## config.mk

```make
export PLATFORM = sky130hd
export DESIGN_NAME = muldiv_unit
export DESIGN_NICKNAME = d
export VERILOG_FILES = /design/src/rtl/riscv_pkg.sv /design/src/rtl/muldiv_unit.sv
export SDC_FILE = /design/constraint.sdc
export NUM_CORES = 1
export LEC_CHECK = 0
export ABC_AREA = 1
export CAP_MARGIN = 5
export CELL_PAD_IN_SITES_DETAIL_PLACEMENT = 1
export CELL_PAD_IN_SITES_GLOBAL_PLACEMENT = 2
export CORE_ASPECT_RATIO = 1.75
export CORE_UTILIZATION = 30
export DETAILED_ROUTE_END_ITERATION = 7
export PLACE_DENSITY_LB_ADDON = 0.1
export SYNTH_ARGS = -nofsm -noshare
export SYNTH_HDL_FRONTEND = slang
export SYNTH_SLANG_ARGS = --single-unit
```

## constraint.sdc

```tcl
create_clock -name clk_i -period 10.9 [get_ports clk_i]
set_clock_uncertainty 0.05 [all_clocks]
set_input_delay 2.725 -clock clk_i [delete_from_list [all_inputs] [get_ports clk_i]]
set_output_delay 2.725 -clock clk_i [all_outputs]
set_load 0.005 [all_outputs]
```

## src/rtl/riscv_pkg.sv

```systemverilog
// RV32M op encodings and muldiv FSM states shared by the EX stage.
// Op codes follow the funct3 field of the M-extension instructions.
package riscv_pkg;

  localparam logic [2:0] MD_MUL    = 3'b000;
  localparam logic [2:0] MD_MULH   = 3'b001;
  localparam logic [2:0] MD_MULHSU = 3'b010;
  localparam logic [2:0] MD_MULHU  = 3'b011;
  localparam logic [2:0] MD_DIV    = 3'b100;
  localparam logic [2:0] MD_DIVU   = 3'b101;
  localparam logic [2:0] MD_REM    = 3'b110;
  localparam logic [2:0] MD_REMU   = 3'b111;

  typedef enum logic [1:0] {
    MD_IDLE = 2'd0,
    MD_CALC = 2'd1,
    MD_DONE = 2'd2
  } md_state_e;

endpackage

```

## src/rtl/muldiv_unit.sv

```systemverilog
// Radix-2 RV32M mul/div: XLEN+1 cycles from accept to rsp_valid_o, 1 cycle for div-by-zero/overflow.
// One op in flight; result held in DONE until rsp_ready_i, no accepts outside IDLE; flush kills.
module muldiv_unit
  import riscv_pkg::*;
#(
  parameter int XLEN = 32
) (
  input  logic            clk_i,
  input  logic            rst_ni,
  input  logic            req_valid_i,
  output logic            req_ready_o,
  input  logic [2:0]      op_i,
  input  logic [XLEN-1:0] op1_i,
  input  logic [XLEN-1:0] op2_i,
  input  logic            flush_i,
  output logic            rsp_valid_o,
  input  logic            rsp_ready_i,
  output logic [XLEN-1:0] result_o
);

  localparam int CW = $clog2(XLEN) + 1;
  localparam logic [XLEN-1:0] MIN_NEG = {1'b1, {(XLEN-1){1'b0}}};

  md_state_e         r_state, w_state_nxt;
  logic [2:0]        r_op;
  logic [CW-1:0]     r_cnt;
  logic [2*XLEN-1:0] r_acc;
  logic [XLEN-1:0]   r_b;
  logic              r_neg_q, r_neg_r;
  logic [XLEN-1:0]   r_result;

  logic              w_accept, w_is_div, w_sign1, w_sign2, w_div0, w_ovf, w_special;
  logic [XLEN-1:0]   w_mag1, w_mag2, w_special_res;
  logic [XLEN:0]     w_mul_sum, w_div_pr, w_div_diff;
  logic [2*XLEN-1:0] w_mul_nxt, w_div_nxt, w_acc_nxt, w_prod;
  logic [XLEN-1:0]   w_quot, w_rem, w_final;
  logic              w_div_ok, w_last;

  assign w_accept = (r_state == MD_IDLE) && req_valid_i && !flush_i;
  assign w_is_div = op_i[2];
  assign w_sign1  = op1_i[XLEN-1] && (op_i == MD_MULH || op_i == MD_MULHSU ||
                                      op_i == MD_DIV  || op_i == MD_REM);
  assign w_sign2  = op2_i[XLEN-1] && (op_i == MD_MULH || op_i == MD_DIV || op_i == MD_REM);
  assign w_mag1   = w_sign1 ? -op1_i : op1_i;
  assign w_mag2   = w_sign2 ? -op2_i : op2_i;

  assign w_div0    = w_is_div && (op2_i == '0);
  assign w_ovf     = (op_i == MD_DIV || op_i == MD_REM) && (op1_i == MIN_NEG) && (op2_i == '1);
  assign w_special = w_div0 || w_ovf;
  // op_i[1] separates REM/REMU from DIV/DIVU
  assign w_special_res = w_div0 ? (op_i[1] ? op1_i : '1) : (op_i[1] ? '0 : MIN_NEG);

  // Multiply: multiplier sits in the low half and shifts out as the product shifts in.
  assign w_mul_sum = {1'b0, r_acc[2*XLEN-1:XLEN]} + (r_acc[0] ? {1'b0, r_b} : '0);
  assign w_mul_nxt = {w_mul_sum, r_acc[XLEN-1:1]};

  // Divide: {remainder, dividend/quotient} shifts left, quotient bits enter at bit 0.
  assign w_div_pr   = r_acc[2*XLEN-1:XLEN-1];
  assign w_div_diff = w_div_pr - {1'b0, r_b};
  assign w_div_ok   = !w_div_diff[XLEN];
  assign w_div_nxt  = {(w_div_ok ? w_div_diff[XLEN-1:0] : w_div_pr[XLEN-1:0]),
                       r_acc[XLEN-2:0], w_div_ok};

  assign w_acc_nxt = r_op[2] ? w_div_nxt : w_mul_nxt;
  assign w_last    = (r_cnt == CW'(XLEN - 1));
  assign w_prod    = r_neg_q ? -w_acc_nxt : w_acc_nxt;
  assign w_quot    = r_neg_q ? -w_acc_nxt[XLEN-1:0] : w_acc_nxt[XLEN-1:0];
  assign w_rem     = r_neg_r ? -w_acc_nxt[2*XLEN-1:XLEN] : w_acc_nxt[2*XLEN-1:XLEN];

  always_comb begin
    w_final = w_rem;
    case (r_op)
      MD_MUL:                       w_final = w_prod[XLEN-1:0];
      MD_MULH, MD_MULHSU, MD_MULHU: w_final = w_prod[2*XLEN-1:XLEN];
      MD_DIV, MD_DIVU:              w_final = w_quot;
      MD_REM, MD_REMU:              w_final = w_rem;
      default:                      w_final = w_rem;
    endcase
  end

  always_ff @(posedge clk_i or negedge rst_ni) begin
    if (!rst_ni) r_state <= MD_IDLE;
    else         r_state <= w_state_nxt;
  end

  always_comb begin
    w_state_nxt = r_state;
    req_ready_o = (r_state == MD_IDLE);
    rsp_valid_o = (r_state == MD_DONE);
    case (r_state)
      MD_IDLE: if (w_accept) w_state_nxt = w_special ? MD_DONE : MD_CALC;
      MD_CALC: if (w_last) w_state_nxt = MD_DONE;
      MD_DONE: if (rsp_ready_i) w_state_nxt = MD_IDLE;
      default: w_state_nxt = MD_IDLE;
    endcase
    if (flush_i) w_state_nxt = MD_IDLE;
  end

  always_ff @(posedge clk_i or negedge rst_ni) begin
    if (!rst_ni) begin
      r_op     <= '0;
      r_cnt    <= '0;
      r_acc    <= '0;
      r_b      <= '0;
      r_neg_q  <= 1'b0;
      r_neg_r  <= 1'b0;
      r_result <= '0;
    end else if (w_accept) begin
      r_op    <= op_i;
      r_cnt   <= '0;
      r_neg_q <= w_sign1 ^ w_sign2;
      r_neg_r <= w_sign1;
      r_acc   <= {{XLEN{1'b0}}, (w_is_div ? w_mag1 : w_mag2)};
      r_b     <= w_is_div ? w_mag2 : w_mag1;
      if (w_special) r_result <= w_special_res;
    end else if (r_state == MD_CALC && !flush_i) begin
      r_acc <= w_acc_nxt;
      r_cnt <= r_cnt + CW'(1);
      if (w_last) r_result <= w_final;
    end
  end

  assign result_o = r_result;

endmodule

```

# == Yosys cells after proc, flatten, opt, wreduce, memory -nomap -nowiden ==
# Index checks and enable logic that the tools add are counted.
# word_totals
regBits,141
inputBits,72
output_inout_bits,34
# classes
addsub,8
reduce_logical,27
bitwise,1
n_eq_ne,20
muxes,28
# op_table
op,count
32-bit two-way mux,15
64-bit two-way mux,4
32-bit negator,4
32-bit one-hot mux with 4 select lines,1
"32-bit equality test, second input constant",2
64-bit negator,1
32-bit by 32-bit adder with 33-bit output,1
33-bit by 32-bit subtractor with 33-bit output,1
32-bit logical NOT,1
"3-bit equality test, second input constant",6
6-bit two-way mux,2
2-bit two-way mux,5
"3-bit by 2-bit equality test with 1-bit output, second input constant",3
1-bit logical AND,8
1-bit logical OR,7
"6-bit by 1-bit adder with 6-bit output, second input constant",1
"3-bit by 1-bit equality test with 1-bit output, second input constant",2
"6-bit by 5-bit equality test with 1-bit output, second input constant",1
2-bit one-hot mux with 3 select lines,1
3-bit AND reduction,2
2-bit nonzero test,2
2-bit OR reduction,2
3-bit logical NOT,1
"3-bit by 1-bit != test with 1-bit output, second input constant",1
other kinds (9),10

# == Depth between registers and ports, before layout ==
# logic_depth
word_depth,9
mapped_depth,36
ltp_nobuf,36

# == Worst setup path before layout ==
# Ideal clock, no wire load.
# synth_path
kind,input -> register
from,input port op2_i[0]
to,"register r_result[20], in the netlist result_o[20]"
t_required_ns,10.773
path_stages,17
arrival_ns,4.913
path_buffers,2
path_slack_ns,5.860
path_cell_list,inv_1 -> ha_1 -> nand4_1 -> nor3_1 -> nand2_1 -> nor3_2 -> nand4_1 -> nor4_2 -> and2_1 -> a21oi_1 -> nand2_1 -> nand2_2 -> inv_2 -> buf_2 -> buf_2 -> nor2_1 -> a21oi_1
# synth_via
elab_chain_len,5
elab_cells_between_ends,10
classes_between,2 x eq/ne; 3 x mux; 5 x reduce/logical
# synth_lines
element,line_no,rtl
from (decl),muldiv_unit.sv:14,"input logic [XLEN-1:0] op2_i,"
32-bit equality test or 32-bit logical NOT (tied branches),"muldiv_unit.sv:48, muldiv_unit.sv:47",
1-bit logical AND (on tied branches),"muldiv_unit.sv:48, muldiv_unit.sv:47",
1-bit logical OR or 32-bit two-way mux (tied branches),"muldiv_unit.sv:49, muldiv_unit.sv:51",
2-bit by 1-bit != test with 1-bit output (no line) or 32-bit two-way mux (tied branches),n/a,
3-bit AND reduction (no line) or 32-bit two-way mux (tied branches),n/a,
to (signal assigned),muldiv_unit.sv:115,if (w_special) r_result <= w_special_res;
to (signal assigned),muldiv_unit.sv:119,if (w_last) r_result <= w_final;
to (decl),muldiv_unit.sv:30,logic [XLEN-1:0] r_result;
# Several ways; a longest one is shown, not always the timed one. The select of a mux whose other input is x is not followed.
# A chain may end at the register's enable or synchronous reset.

# == Worst setup path in the final report ==
# layout_path
from,input port op_i[1]
to,register r_acc[29]
# layout_via
elab_chain_len,8
elab_cells_between_ends,15
classes_between,4 x eq/ne; 4 x mux; 7 x reduce/logical
# layout_lines
element,line_no,rtl
from (decl),muldiv_unit.sv:12,"input logic [2:0] op_i,"
3-bit by 1-bit equality test with 1-bit output or 3-bit by 2-bit equality test with 1-bit output (tied branches),"muldiv_unit.sv:41, muldiv_unit.sv:43",
1-bit logical OR (2 in series),muldiv_unit.sv:41,assign w_sign1 = op1_i[XLEN-1] && (op_i == MD_MULH || op_i == MD_MULHSU ||
1-bit logical OR,muldiv_unit.sv:42,op_i == MD_DIV || op_i == MD_REM);
1-bit logical AND,muldiv_unit.sv:41,
32-bit two-way mux,muldiv_unit.sv:44,assign w_mag1 = w_sign1 ? -op1_i : op1_i;
32-bit two-way mux *,muldiv_unit.sv:113,"r_acc <= {{XLEN{1'b0}}, (w_is_div ? w_mag1 : w_mag2)};"
64-bit two-way mux *,muldiv_unit.sv:108,end else if (w_accept) begin
to (signal assigned),muldiv_unit.sv:113,
to (signal assigned),muldiv_unit.sv:117,r_acc <= w_acc_nxt;
to (decl),muldiv_unit.sv:27,logic [2*XLEN-1:0] r_acc;
# Mark *: on every way between the ends. The rest lies on a longest branch, timed or not.

==> summary.md <==
| Metric | Value |
|---|---|
| Outcome | complete, no violations |
| Synth unique cells | 65 |
| H-tree depth | 4 |
| Critical Path Start Type | primary input |
| DRC Markers | 0 |
| FF+latch count, synth | approximately 140 |
| NumNets Final | around 3300 |
| VDD IR max | about 150 uV |
| Critical path startpoint | op_i[1] |
| Gate count after technology mapping | 3100 |
| Worst Path Arrival | 6.96 ns |
| Sink Count | roughly 140 |
| Post-synthesis net count | between 3000 and 4000 |
| # rows | ~120 |
| Worst-path clk slew | 0.07 ns |
| Port Buffers | ~110 |
| Core region area | 59100 sq um |
| Root Buffer | clkbuf_16 |
| Hold Crit Start | result_o[2] |
| Total power | 0.00726 W |
| Leak | a little over 10 nW |
| Post-cts resize count | 0 |
| Antenna diodes | 0 |
| CTS max path bufs | 2 |
| Die H | 325 um |
| GRT Total Usage | 0.345 |
| Die area | about 61000 sq um |
| Worst-Margin Slew | slightly above 1 ns |
| Share of cells above drive strength 1 | 0.0569 |
| Clock Latency Late Sink | around 0.47 ns |
| CTS tree | built |
| Syn Area/Cell | about 5.8 sq um |
| WS Path Type | primary input to flop |
| Area growth from synthesis to layout | 13.1% |
| I/O pins | between 100 and 150 |
| Final ANT Viol Nets | 0 |
| Routed len/inst | between 20 and 30 um |
| Multi-input combinational cell area | between 10000 and 15000 sq um |
| Post-DP HPWL | 87.6 mm |
| Final min period | approximately 6.6 ns |
| Number of iterations in the first detailed-routing pass | 6 |
| Max-cap check violation count | 0 |
| First-pass GRT wire length | about 150 mm |
| Mapped cell area | roughly 18000 sq um |
| Most common cell after layout, fill and taps aside | nand2_1 |
| Yosys synthesis warning count | 0 |
| CP required | roughly 11 ns |
| 1st-iter DRT viols | roughly 1200 |
| R2r setup slk | 5.04 ns |
| Max stage delay on crit path | just over 1 ns |
| Period utilisation layout | 0.606 |
| CP cell instances | clkdlybuf4s50_1 > inv_1 > nand3_1 > o21ai_0 > nand2_1 > inv_1 > nand2_1 > o21ai_0 > nor2_1 > o21ai_0 > xor2_1 > inv_1 > o211ai_1 > o21ai_0 > inv_1 |
| Die W | ~190 um |
| PwrDens | 358 nW/um^2 |
| Sequential-to-total area share from yosys stat | 0.197 |
| Cts hold-fix bufs | 0 |
| CP endpoint kind | flop |
| Tightest Hold Check Type | flop to flop |
| Largest net degree at the start of global routing | 77 |
| Slew HR | 0.314 |
| Final number of setup-violating endpoints | 0 |
| R2R depth | 33 |
| Gr ovfl total | 0 |
| R2r startpoint | r_b[0] |
| Initial antenna violation count | 1 |
| Fin. max-slew vios | 0 |
| Storage cell area | about 3500 sq um |
| Reg2reg end | result_o[14] |
| Crit path to | r_acc[29] |
| Via count | between 20000 and 25000 |
| Slowest cell on crit path | clkdlybuf4s50_1 |
| GPL Wtd Cong | 1.01 |
| CTS Buf Count | 17 |
| Worst Path Max Fanout | 20 |
| Vias per cell | approximately 5.4 |
| Most frequent cells in the layout | nand2_1 (941), inv_1 (451), nor2_1 (346) |
| Initial Utilization | 0.303 |
| Final hold vios | 0 |
| RSZ-0062 raised after global routing | no |
| DRT Wirelength | 105 mm |
| Max Fclk | around 0.15 GHz |
| Vias in the first global route | roughly 23000 |
| Fillcell total | 7952 |
| Setup bufs post-CTS | 0 |
| Setup TNS | 0 ns |
[cell usage after synthesis (all sizes together)]
| library cell | number | share of area |
|---|---|---|
| o2111a | 1 | 0.00063 |
| a221oi | 1 | 0.00049 |
| mux2i | 1 | 0.00056 |
| a211oi | 5 | 0.0021 |
| o21a | 8 | 0.0034 |
| o21bai | 8 | 0.0034 |
| nor2 | 372 | 0.082 |
| clkinv | 6 | 0.0014 |
| a22oi | 23 | 0.0096 |
| o221ai | 22 | 0.011 |
| or2 | 20 | 0.0070 |
| dfrtp | 141 | 0.20 |
| a21oi | 168 | 0.051 |
| a21boi | 1 | 0.00042 |
| nand3b | 12 | 0.0050 |
| o311a | 1 | 0.00056 |
| and2 | 1 | 0.00035 |
| o22ai | 18 | 0.0063 |
| and3 | 2 | 0.00070 |
| xnor2 | 16 | 0.0078 |
| a31oi | 10 | 0.0035 |
| clkbuf | 59 | 0.012 |
| o2111ai | 2 | 0.00098 |
| buf | 39 | 0.015 |
| nor4 | 24 | 0.0091 |
| o41ai | 1 | 0.00049 |
| o32a | 1 | 0.00056 |
| nand3 | 226 | 0.066 |
| ha | 70 | 0.049 |
| a32oi | 1 | 0.00049 |
| nand4 | 40 | 0.014 |
| o211ai | 28 | 0.012 |
| xor2 | 89 | 0.044 |
| or3b | 1 | 0.00049 |
| inv | 460 | 0.096 |
| a21o | 3 | 0.0013 |
| o21ai | 205 | 0.059 |
| a22o | 1 | 0.00049 |
| nand2 | 979 | 0.21 |
| fa | 2 | 0.0022 |
| nor3 | 32 | 0.0092 |
[flip-flops by register name, summed over array words and instances (netlist names)]
signal,cells
r_acc,64
r_b,32
result_o,32
r_cnt,6
r_op,3
r_state,2
r_neg_q,1
r_neg_r,1
[worst max-delay path, delay by kind of cell]
kind | cells | cell delay [ns]
xor gates and xnor gates | 1 | 0.18
AOI/OAI and AO/OA | 5 | 0.69
and+or+nand+nor | 4 | 1.25
buffers and inverters | 5 | 2.10
[where the power goes]
group          internal, W  switching [W]  leakage (nW)  total (W)
logic              0.00152        0.00408          8.22    0.00560
clock network     0.000371       0.000268         0.293   0.000639
registers         0.000731       0.000291          1.72    0.00102
[cell families (layout without fill, tap and decap cells)]
kind of cell    Yosys count  in the layout  synth area share
compound gates          508            508             0.167
flops                   141            141             0.197
xor+xnor                105            105            0.0513
buf+inv                 564            625             0.125
fa+ha+maj                72             72            0.0511
simple gates           1709           1709             0.408
mux                       1              1          0.000559
[cell type report]
cell class,count,share of cell area
multi-input cells,2395,0.601
flip-flops and latches,141,0.174
inverters,466,0.0865
repair buffers,128,0.0605
well taps,780,0.0482
clock buffers,21,0.0227
clock inverters,10,0.00686
[worst min path at each step]
stage / cells after the start / endpoint / slack, ns
CTS: 2 / r_op[0] / 0.45
global placement: 2 / r_op[0] / 0.42
floorplan: 2 / r_op[0] / 0.40
global route: 2 / r_op[0] / 0.49
finish: 2 / result_o[2] / 0.45
detailed placement: 2 / r_op[0] / 0.43
[per-layer routing]
metal	vias up	wire (um)	track usage
met5	-	13	0
met4	2	11600	0.329
met3	292	3030	0.0323
met2	618	53600	0.634
met1	10322	36500	0.337
li1	10060	-	-
[metrics by stage]
stage	instances	instance area, sq um	util	worst slack [ns]	hold slack, ns
2_1_floorplan	3100	17900	-	5.86	0.398
3_3_place_gp	3910	19700	0.333	3.93	0.417
3_5_place_dp	3910	19700	0.333	3.88	0.430
4_1_cts	3941	20300	0.343	4.37	0.446
5_1_grt	3941	20300	0.343	3.96	0.489
6_report	3941	20300	0.343	4.30	0.451
No activity file was read; power rests on OpenSTA's default activity.
